**src/rtl/wb_pkg.sv**
```systemverilog
// Shared constants for the writeback stage: writeback-source selects,
// load funct3 codes and FSM state encodings.
package wb_pkg;

    localparam logic [1:0] WB_SEL_ALU = 2'b00;
    localparam logic [1:0] WB_SEL_MEM = 2'b01;
    localparam logic [1:0] WB_SEL_PC4 = 2'b10;

    localparam logic [2:0] LD_B  = 3'b000;
    localparam logic [2:0] LD_H  = 3'b001;
    localparam logic [2:0] LD_W  = 3'b010;
    localparam logic [2:0] LD_D  = 3'b011;
    localparam logic [2:0] LD_BU = 3'b100;
    localparam logic [2:0] LD_HU = 3'b101;
    localparam logic [2:0] LD_WU = 3'b110;

    localparam logic [1:0] ST_EMPTY    = 2'd0;
    localparam logic [1:0] ST_WAIT_MEM = 2'd1;
    localparam logic [1:0] ST_WRITE    = 2'd2;

endpackage

```
**src/rtl/wb_load_align.sv**
```systemverilog
// Combinational sub-word load alignment: picks the byte/half/word field
// selected by the address offset and sign- or zero-extends it.
module wb_load_align
    import wb_pkg::*;
#(
    parameter int WORD_SIZE = 32,
    parameter int OFF_W     = $clog2(WORD_SIZE / 8)
) (
    input  logic [2:0]           loadType,
    input  logic [OFF_W-1:0]     offset,
    input  logic [WORD_SIZE-1:0] rawWord,
    output logic [WORD_SIZE-1:0] extWord
);

    logic [OFF_W-1:0] offHalf;
    logic [OFF_W-1:0] offWord;
    logic [7:0]       fieldB;
    logic [15:0]      fieldH;
    logic [31:0]      fieldW;

    // Misaligned accesses are not trapped: drop the low index bits instead.
    assign offHalf = offset & ~OFF_W'(1);
    assign offWord = offset & ~OFF_W'(3);

    assign fieldB = 8'(rawWord >> {offset, 3'b000});
    assign fieldH = 16'(rawWord >> {offHalf, 3'b000});
    assign fieldW = 32'(rawWord >> {offWord, 3'b000});

    always_comb begin
        extWord = rawWord;
        case (loadType)
            LD_B:    extWord = WORD_SIZE'($signed(fieldB));
            LD_H:    extWord = WORD_SIZE'($signed(fieldH));
            LD_W:    extWord = WORD_SIZE'($signed(fieldW));
            LD_BU:   extWord = WORD_SIZE'(fieldB);
            LD_HU:   extWord = WORD_SIZE'(fieldH);
            LD_WU:   extWord = WORD_SIZE'(fieldW);
            LD_D:    extWord = rawWord;
            default: extWord = rawWord;
        endcase
    end

endmodule

```
**src/rtl/wb_stage_pipe.sv**
```systemverilog
// Writeback stage: MEM/WB register, load-data wait, align/extend and
// source select. Optional retire counter enabled by WB_RETIRE_CNT_EN.
//
// state       | meaning
// ST_EMPTY    | no instruction held
// ST_WAIT_MEM | load accepted, waiting for mem_rvalid
// ST_WRITE    | rf_* / fwd_* present a completed instruction
module wb_stage_pipe
    import wb_pkg::*;
#(
    parameter int WORD_SIZE = 32,
    parameter int REG_SIZE  = 5
) (
    input  logic                 clk,
    input  logic                 rst_n,
    input  logic                 in_valid,
    output logic                 in_ready,
    input  logic                 flush,
    input  logic                 in_reg_write,
    input  logic [1:0]           in_wb_sel,
    input  logic [2:0]           in_load_type,
    input  logic [REG_SIZE-1:0]  in_dest_reg,
    input  logic [WORD_SIZE-1:0] in_alu_result,
    input  logic [WORD_SIZE-1:0] in_pc_plus4,
    input  logic                 mem_rvalid,
    input  logic [WORD_SIZE-1:0] mem_rdata,
    output logic                 rf_we,
    output logic [REG_SIZE-1:0]  rf_waddr,
    output logic [WORD_SIZE-1:0] rf_wdata,
    output logic                 fwd_valid,
    output logic [REG_SIZE-1:0]  fwd_reg,
    output logic [WORD_SIZE-1:0] fwd_data
`ifdef WB_RETIRE_CNT_EN
    ,
    output logic [31:0]          retire_count
`endif
);

    localparam int OFF_W = $clog2(WORD_SIZE / 8);

    logic [1:0]           state;
    logic [2:0]           pendType;
    logic [OFF_W-1:0]     pendOffset;
    logic                 pendWrite;
    logic                 accept;
    logic [WORD_SIZE-1:0] loadWord;
    logic [WORD_SIZE-1:0] directData;

    assign in_ready = !flush && (state == ST_EMPTY || state == ST_WRITE);
    assign accept   = in_valid && in_ready;

    always_comb begin
        directData = in_alu_result;
        case (in_wb_sel)
            WB_SEL_ALU: directData = in_alu_result;
            WB_SEL_PC4: directData = in_pc_plus4;
            default:    directData = in_alu_result;
        endcase
    end

    wb_load_align #(
        .WORD_SIZE (WORD_SIZE),
        .OFF_W     (OFF_W)
    ) u_align (
        .loadType (pendType),
        .offset   (pendOffset),
        .rawWord  (mem_rdata),
        .extWord  (loadWord)
    );

    always_ff @(posedge clk or negedge rst_n) begin
        if (!rst_n) begin
            state      <= ST_EMPTY;
            rf_we      <= 1'b0;
            rf_waddr   <= '0;
            rf_wdata   <= '0;
            pendType   <= '0;
            pendOffset <= '0;
            pendWrite  <= 1'b0;
        end else begin
            case (state)
                ST_WAIT_MEM: begin
                    // Flush beats a same-cycle mem_rvalid: the load is simply dropped.
                    if (flush) begin
                        state <= ST_EMPTY;
                        rf_we <= 1'b0;
                    end else if (mem_rvalid) begin
                        state    <= ST_WRITE;
                        rf_we    <= pendWrite && (rf_waddr != '0);
                        rf_wdata <= loadWord;
                    end
                end
                default: begin
                    if (accept) begin
                        rf_waddr   <= in_dest_reg;
                        pendWrite  <= in_reg_write;
                        pendType   <= in_load_type;
                        pendOffset <= in_alu_result[OFF_W-1:0];
                        if (in_wb_sel == WB_SEL_MEM) begin
                            state <= ST_WAIT_MEM;
                            rf_we <= 1'b0;
                        end else begin
                            state    <= ST_WRITE;
                            rf_we    <= in_reg_write && (in_dest_reg != '0);
                            rf_wdata <= directData;
                        end
                    end else begin
                        state <= ST_EMPTY;
                        rf_we <= 1'b0;
                    end
                end
            endcase
        end
    end

    assign fwd_valid = rf_we;
    assign fwd_reg   = rf_waddr;
    assign fwd_data  = rf_wdata;

`ifdef WB_RETIRE_CNT_EN
    always_ff @(posedge clk or negedge rst_n) begin
        if (!rst_n) begin
            retire_count <= '0;
        end else if (state == ST_WRITE) begin
            retire_count <= retire_count + 32'd1;
        end
    end
`endif

endmodule

```
**config.mk**
```make
export PLATFORM = sky130hd
export DESIGN_NAME = wb_stage_pipe
export DESIGN_NICKNAME = d
export VERILOG_FILES = /design/src/rtl/wb_pkg.sv /design/src/rtl/wb_load_align.sv /design/src/rtl/wb_stage_pipe.sv
export SDC_FILE = /design/constraint.sdc
export NUM_CORES = 1
export LEC_CHECK = 0
export ABC_AREA = 0
export ABC_CLOCK_PERIOD_IN_PS = 5200
export CAP_MARGIN = 0
export CORE_ASPECT_RATIO = 0.7
export CORE_MARGIN = 5
export CORE_UTILIZATION = 43
export CTS_BUF_LIST = sky130_fd_sc_hd__clkbuf_4
export DETAILED_ROUTE_END_ITERATION = 12
export GPL_TIMING_DRIVEN = 0
export PLACE_DENSITY = 0.91
export SYNTH_ARGS = -nofsm -noshare
export SYNTH_HDL_FRONTEND = slang
export SYNTH_SLANG_ARGS = --single-unit
```
**constraint.sdc**
```tcl
create_clock -name clk -period 5.2 [get_ports clk]
set_input_delay 1.04 -clock clk [delete_from_list [all_inputs] [get_ports clk]]
set_output_delay 1.04 -clock clk [all_outputs]
set_load 0.1 [all_outputs]
```
Word level (Yosys, flattened, before mapping)
Index checks and enable logic that the tools add are counted.
Widths: inputs -> output; s select.
{ "classes": {"shift": 2, "reduce_logical": 13, "eq_ne": 11, "n_mux": 17, "n_bitwise": 1} }
{ "ops": {"columns": ["cell", "n"], "rows": [
  ["$mux 32", 6],
  ["$pmux 32 s4", 1],
  ["$shr 32x5->16", 1],
  ["$shr 32x5->8", 1],
  ["$mux 2", 5],
  ["$reduce_bool 5->1", 2],
  ["$eq 3x3->1 const B", 2],
  ["$mux 1", 5],
  ["$eq 2x1->1 const B", 2],
  ["$eq 2x2->1 const B", 2],
  ["$logic_and 1x1->1", 4],
  ["$ne 2x2->1 const B", 2],
  ["$reduce_and 4->1", 1],
  ["$eq 3x1->1 const B", 1],
  ["$logic_not 3->1", 1],
  ["$ne 3x3->1 const B", 1],
  ["$logic_not 2->1", 1],
  ["$ne 2x1->1 const B", 1],
  ["$reduce_and 2->1", 1],
  ["$reduce_bool 2->1", 1],
  ["$logic_not 1->1", 1],
  ["$logic_or 1x1->1", 1],
  ["$not 1->1", 1]
]} }
{ "word_totals": {"reg_bits": 46, "output_inout_bits": 77} }

Depth between registers and ports, before layout
Gate-level depths: netlist of run 1.
{ "depth": {"ltp_word": 6, "depth_mapped": 7, "ltp_nobuf": 5} }

By module
From an unflattened synthesis of run 1, not the netlist that was laid out.
{ "unflattened": {"cells_unflattened": 428, "area_unflattened_um2": 3796.1} }
{ "modules_own_cells": {"columns": ["mod", "n_inst", "cells_each", "area_each_um2"], "rows": [
  ["wb_stage_pipe", 1, 310, 2996.6],
  ["wb_load_align", 1, 118, 799.5]
]} }

Worst setup path before layout of run 1
Ideal clock, no wire load.
{ "synth_timing": {"path_kind": "input port to output port", "startpoint": "input port flush", "endpoint": "output port in_ready", "path_buffers": 0, "path_slack_ps": 1869, "t_arrival_ps": 2291, "path_stages": 1, "required_time_ps": 4160, "path_cell_list": "nor2_1"} }
{ "synth_between": {"elab_chain_cells": 2} }
{ "synth_rtl": {"columns": ["item", "line_no", "text"], "rows": [
  ["from (decl)", "wb_stage_pipe.sv:18", "input logic flush,"],
  ["$logic_not 1->1", "wb_stage_pipe.sv:49", "assign in_ready = !flush && (state == ST_EMPTY || state == ST_WRITE);"],
  ["$logic_and 1x1->1", "wb_stage_pipe.sv:49", null],
  ["to (decl)", "wb_stage_pipe.sv:17", "output logic in_ready,"]
]} }
Every way passes these cells.

Worst setup path after layout of run 1
Same ends and word-level chain as after synthesis.

==> results.cfg, run 1 <==
[logic_synthesis]
syn_area_um2 = 3302
synth_ff_type = dfrtp_1
synth_cell_type_count = 40
syn_area_per_cell_um2 = 9.327
yosys_warnings = 0
synth_nets = 466
postSynthCellCount = 354
synth-seq-cells = 46
synthArstFlopShare = 1.000
synth_edf_count = 0
ys_seq_area_frac = 0.3486

[critical_path]
r2r-start = state[0]
critical-path-top-delay-family = buffers and inverters
crit_path_start_kind = input pin
crit_arrival_ps = 2870
cp_max_fo = 7
r2r_slack_ps = 2920
path_common_cell = clkdlybuf4s50_1
slowest_delay_ps = 1150
reg2reg_depth = 5
path_cells = clkdlybuf4s50_1 > nor2_1 > clkdlybuf4s50_1
r2r-end = fwd_data[20]
crit_type = in -> out
worst_setup_path_end_kind = output pin
cp_data_required_time_ps = 4160
critPathBufInv = 2
critPathSlowestCell = clkdlybuf4s50_1

[floorplanning]
initial_core_util = 0.4471
pin_count = 189
fp.coreArea_um2 = 7385
die_area_um2 = 9559
rows = 26
die_w_um = 114.7
die_y_um = 83.32

[route]
first_pass_iters = 5
wl_per_cell_um = 19.88
drtIter0Drc = 359
wl_mm = 12.92
num_vias = 3679
antenna_left = 0
drcViolationCount = 0
via_per_inst = 5.660

[finish]
drive_above_1_share = 0.1397
nFillCells = 562
syn2layout_area_growth_pct = 63.96
stdcell_area_um2 = 5414
largest_reg_flops = 32
fin_util = 0.7331
multiInputGateArea_um2 = 1719
finalNetCount = 662
regArea_um2 = 1151

[grt]
overflow = 0
grt_pass1_wl_mm = 19.93
antenna_found_initial = 1
grt_max_degree = 26
grt_pass1_vias = 3675
grtUsageTotal = 0.2633

[timing]
setup_viol = 0
setup-tns-final_ps = 0
slew_headroom = 0.3340
finClkSkew_ps = 3.983
slew_violations = 0
max_freq_mhz = 256.0
setup_slack_ps = 1294
final.period_utilization = 0.7512
fin_crit_ps = 3906
finalHoldViolCount = 0
tightest_slew_ps = 995.9
grt_setup_unrepaired = false

[cts]
cts_buffers = 5
clk_pin_slew_ps = 130
cts_buffer_depth = 2
post_cts_buffers = 0
cts_tree = built
htree_levels = 2
clock_latency_ps = 360
clock-sinks = 46
hold_buffers = 0
ctsResizeCount = 0
ctsRootBufferMaster = clkbuf_4

[placement]
dp_hpwl_mm = 10.54
numPortBuffers = 188
pre_cts_ws_ps = 1296
place_area_um2 = 5329
place.gp.congestion = 0.9590

[job]
maxCapViolCount = 0

[worst_hold_path]
hold_class = reg -> reg
hp-start = pendWrite
holdPathStages = 1
holdPathEnd = pendWrite

[power_and_ir_drop]
ir_worst_vdd_mv = 0.4278
total_power_mw = 2.388
p_per_area_nw_per_um2 = 441.1
power_leakage_nw = 2.083

[run_status]
status = finished clean
[logic make-up (layout without fill, tap and decap cells)]
group	count (synthesis)	count (layout)	synth area share
AO/OA/AOI/OAI	115	115	0.2641
multiplexers	30	30	0.09966
AND/OR/NAND/NOR	93	93	0.1569
buffers and inverters	70	267	0.1307
flip-flops	46	46	0.3486
other	0	1	0
[area by class of cell]
| class | instances | share of cell area |
|---|---|---|
| Buffer | 67 | 0.07765 |
| Antenna cell | 1 | 0.0004622 |
| Timing Repair Buffer | 189 | 0.3517 |
| Clock inverter | 1 | 0.005547 |
| Multi-Input combinational cell | 238 | 0.3175 |
| Tap cell | 98 | 0.02265 |
| Clock buffer | 7 | 0.009706 |
| Sequential cell | 46 | 0.2126 |
| Inverter | 3 | 0.002080 |
[layer usage]
layer | share of wire | vias up | GRT usage
li1 | - | 1701 | -
met1 | 0.42 | 1737 | 0.3560
met2 | 0.45 | 214 | 0.4115
met3 | 0.10 | 27 | 0.07195
met4 | 0.026 | 0 | 0.07569
met5 | 0 | - | 0
[how the worst max path moves through the flow]
stage / depth (start not counted) / to / start
floorplan: 1 / in_ready / flush
global placement: 3 / in_ready / flush
detailed placement: 3 / in_ready / flush
CTS: 3 / in_ready / flush
global route: 3 / in_ready / flush
finish: 3 / in_ready / flush
[synthesized netlist by cell type, types with 2 or more instances]
master	number	share of area
dfrtp_1	46	0.35
buf_4	38	0.086
a211oi_1	24	0.055
nor2b_1	21	0.040
nor2_1	19	0.022
clkbuf_1	17	0.019
nand2_1	17	0.019
a2111oi_0	16	0.042
mux2i_1	16	0.049
nand2b_1	15	0.028
mux2_2	13	0.044
o21ai_0	13	0.020
a21oi_1	12	0.018
nor3_1	9	0.014
a221o_1	8	0.024
buf_2	8	0.012
o211ai_1	8	0.018
a2bb2oi_1	7	0.019
a311oi_1	7	0.019
o22a_1	7	0.019
o22ai_1	7	0.013
or2b_1	4	0.0091
inv_1	3	0.0034
buf_6	2	0.0068
or4_1	2	0.0045
[cells in the final DEF, fill, tap and decap left out, types with 15 or more instances in the layout]
cell type and count:
nor2_1 19, nand2b_1 15, a211oi_1 24, mux2i_1 16, buf_4 38, clkbuf_1 17, nand2_1 17, nor2b_1 21
clkdlybuf4s50_1 187, dfrtp_1 46, a2111oi_0 16
[power by group]
group          switching, mW  total (mW)  leakage [nW]  internal (mW)
logic                   1.19        1.66          1.50          0.470
registers             0.0664       0.495         0.537          0.428
clock network          0.117       0.229        0.0463          0.113
total                   1.38        2.39          2.08           1.01
[stage by stage]
| stage | hold slack (ps) | instances |
|---|---|---|
| 4_1_cts | 523.2 | 649 |
| 3_3_place_gp | 484.0 | 640 |
| 3_5_place_dp | 492.1 | 641 |
| 5_1_grt | 537.0 | 650 |
| 6_report | 516.9 | 650 |
| 2_1_floorplan | 474.1 | 354 |
[worst register-to-register path, cell delays in order, from the launching register on]
cell	delay, ps
dfrtp_1	480
nor3b_2	490
a21boi_1	290
clkbuf_2	270
a2111oi_0	490
a211oi_1	120
(Power assumes the default switching activity.)
==> run 2: changes to the inputs <==
--- a/config.mk
+++ b/config.mk
@@ -6,15 +6,15 @@
 export NUM_CORES = 1
 export LEC_CHECK = 0
 export ABC_AREA = 0
-export ABC_CLOCK_PERIOD_IN_PS = 5200
+export ABC_CLOCK_PERIOD_IN_PS = 3150
 export CAP_MARGIN = 0
 export CORE_ASPECT_RATIO = 0.7
 export CORE_MARGIN = 5
-export CORE_UTILIZATION = 43
+export CORE_UTILIZATION = 36
 export CTS_BUF_LIST = sky130_fd_sc_hd__clkbuf_4
 export DETAILED_ROUTE_END_ITERATION = 12
 export GPL_TIMING_DRIVEN = 0
-export PLACE_DENSITY = 0.91
+export PLACE_DENSITY = 0.82
 export SYNTH_ARGS = -nofsm -noshare
 export SYNTH_HDL_FRONTEND = slang
 export SYNTH_SLANG_ARGS = --single-unit
==> constraint.sdc (replaced) <==
create_clock -name clk -period 3.15 [get_ports clk]
set_input_delay 0.63 -clock clk [delete_from_list [all_inputs] [get_ports clk]]
set_output_delay 0.63 -clock clk [all_outputs]
set_load 0.1 [all_outputs]
==> run 2 against run 1 <==
- worst setup slack worse by 860 ps
- sequential share of layout area about the same
- critical path depth did not move
- highest routed layer unchanged
- largest power group unchanged
- clock-buffer cell count shrank 2
- die area grew 17%
- clock power increased by 17%
- first-iteration DRC count decreased by 29%
- global-route usage is 3.3 points lower
==> results.cfg, run 2 (synthesis gave the netlist of run 1 again) <==
[run_status]
status = finished clean

[critical_path]
r2r-start = state[0]
cp_data_required_time_ps = 2520
cp_max_fo = 7
crit_path_start_kind = input pin
crit_arrival_ps = 2090
r2r-end = fwd_data[31]
r2r_slack_ps = 810
worst_setup_path_end_kind = output pin
crit_type = in -> out
reg2reg_depth = 5

[finish]
syn2layout_area_growth_pct = 63.70
diodes = 0
fin_util = 0.6007
finalNetCount = 662
drive_above_1_share = 0.1348
final_common_cell = clkdlybuf4s50_1
largest_reg_flops = 32
layout_common_cells = clkdlybuf4s50_1, dfrtp_1, buf_4
stdcell_area_um2 = 5405

[cts]
clk_pin_slew_ps = 130
htree_levels = 2
cts_buffers = 5
hold_buffers = 0
clock_latency_ps = 360
clock-sinks = 46
cts_tree = built
post_cts_buffers = 0
ctsRootBufferMaster = clkbuf_4
cts_buffer_depth = 2

[grt]
grt_max_degree = 25
grt_pass1_vias = 3762
grtUsageTotal = 0.2300
overflow = 0
grt_pass1_wl_mm = 20.89
antenna_found_initial = 0

[placement]
dp_hpwl_mm = 10.71
numPortBuffers = 188
place_area_um2 = 5361
place.gp.congestion = 0.9202
pre_cts_ws_ps = 38.15

[job]
maxCapViolCount = 0

[route]
drcViolationCount = 0
first_pass_iters = 5
wl_mm = 13.28
via_per_inst = 5.385
drtIter0Drc = 256
antenna_left = 0
wl_per_cell_um = 19.73
num_vias = 3624

[timing]
grt_setup_unrepaired = false
tightest_slew_ps = 986.9
setup-tns-final_ps = 0
max_freq_mhz = 368.2
fin_crit_ps = 2716
setup_viol = 0
final.period_utilization = 0.8622
finalHoldWorstSlack_ps = 246.8
finalHoldViolCount = 0
slew_headroom = 0.3400
finClkSkew_ps = 5.943
slew_violations = 0
setup_slack_ps = 434.1

[floorplanning]
fp.coreArea_um2 = 8999
pin_count = 189
die_w_um = 124.5
die_area_um2 = 11220
initial_core_util = 0.3669
rows = 29
die_y_um = 90.13

[power_and_ir_drop]
power_leakage_nw = 2.071
ir_worst_vdd_mv = 0.4081
p_per_area_nw_per_um2 = 710.0

[worst_hold_path]
hold_class = in -> async
run 2: power by group:
part           internal (mW)  switching [mW]  total [mW]
Combinational          0.776            1.97        2.75
Sequential             0.707           0.118       0.825
Clock                 0.0769           0.191       0.268
Total                   1.56            2.28        3.84
run 2: per-layer routing:
metal,part of all wire,vias to the layer above,track usage
met1,0.44,1716,0.3101
li1,-,1694,-
met3,0.078,19,0.05865
met2,0.46,195,0.3705
met5,0,-,0
met4,0.019,0,0.05566
run 2: what timing repair did:
item                                    4_1_cts  5_1_grt
endpoints found under the hold margin         0        0
gates resized for setup                       0        1
endpoints found under the setup margin        0        1
run 2: worst max-delay path by stage:
| stage | startpoint | endpoint | slack, ps |
|---|---|---|---|
| 6_report | flush | in_ready | 430 |
| 3_5_place_dp | flush | in_ready | 40 |
| 4_1_cts | flush | in_ready | 40 |
| 3_3_place_gp | flush | in_ready | 100 |
| 2_1_floorplan | flush | in_ready | 640 |
| 5_1_grt | flush | in_ready | 380 |
run 2: stage by stage:
stage	power [mW]	cells
finish	3.837	673
global route	3.977	673
CTS	3.842	673
detailed placement	3.579	667
global placement	3.543	666
floorplan	2.859	354
run 2: cell type report:
cell class                      count  area [um2]
Clock buffer                        5       37.54
Tap cell                          124       155.1
Multi-Input combinational cell    238        1719
Sequential cell                    46        1151
Clock inverter                      1       3.754
Inverter                            3       11.26
Fill cell                         805        3593
Timing Repair Buffer              189        1907
Buffer                             67       420.4
run 2: worst max-delay path, cell delays in order:
cell and delay, ps:
clkdlybuf4s50_1 530, nor2_1 150, dlymetal6s2s_1 770
==> run 3: changes to the inputs <==
--- a/config.mk
+++ b/config.mk
@@ -15,6 +15,7 @@
 export DETAILED_ROUTE_END_ITERATION = 12
 export GPL_TIMING_DRIVEN = 0
 export PLACE_DENSITY = 0.82
+export SKIP_LAST_GASP = 1
 export SYNTH_ARGS = -nofsm -noshare
 export SYNTH_HDL_FRONTEND = slang
 export SYNTH_SLANG_ARGS = --single-unit
==> results of run 3 <==
No change in the layout: final DEF, timing and power equal those of run 2.
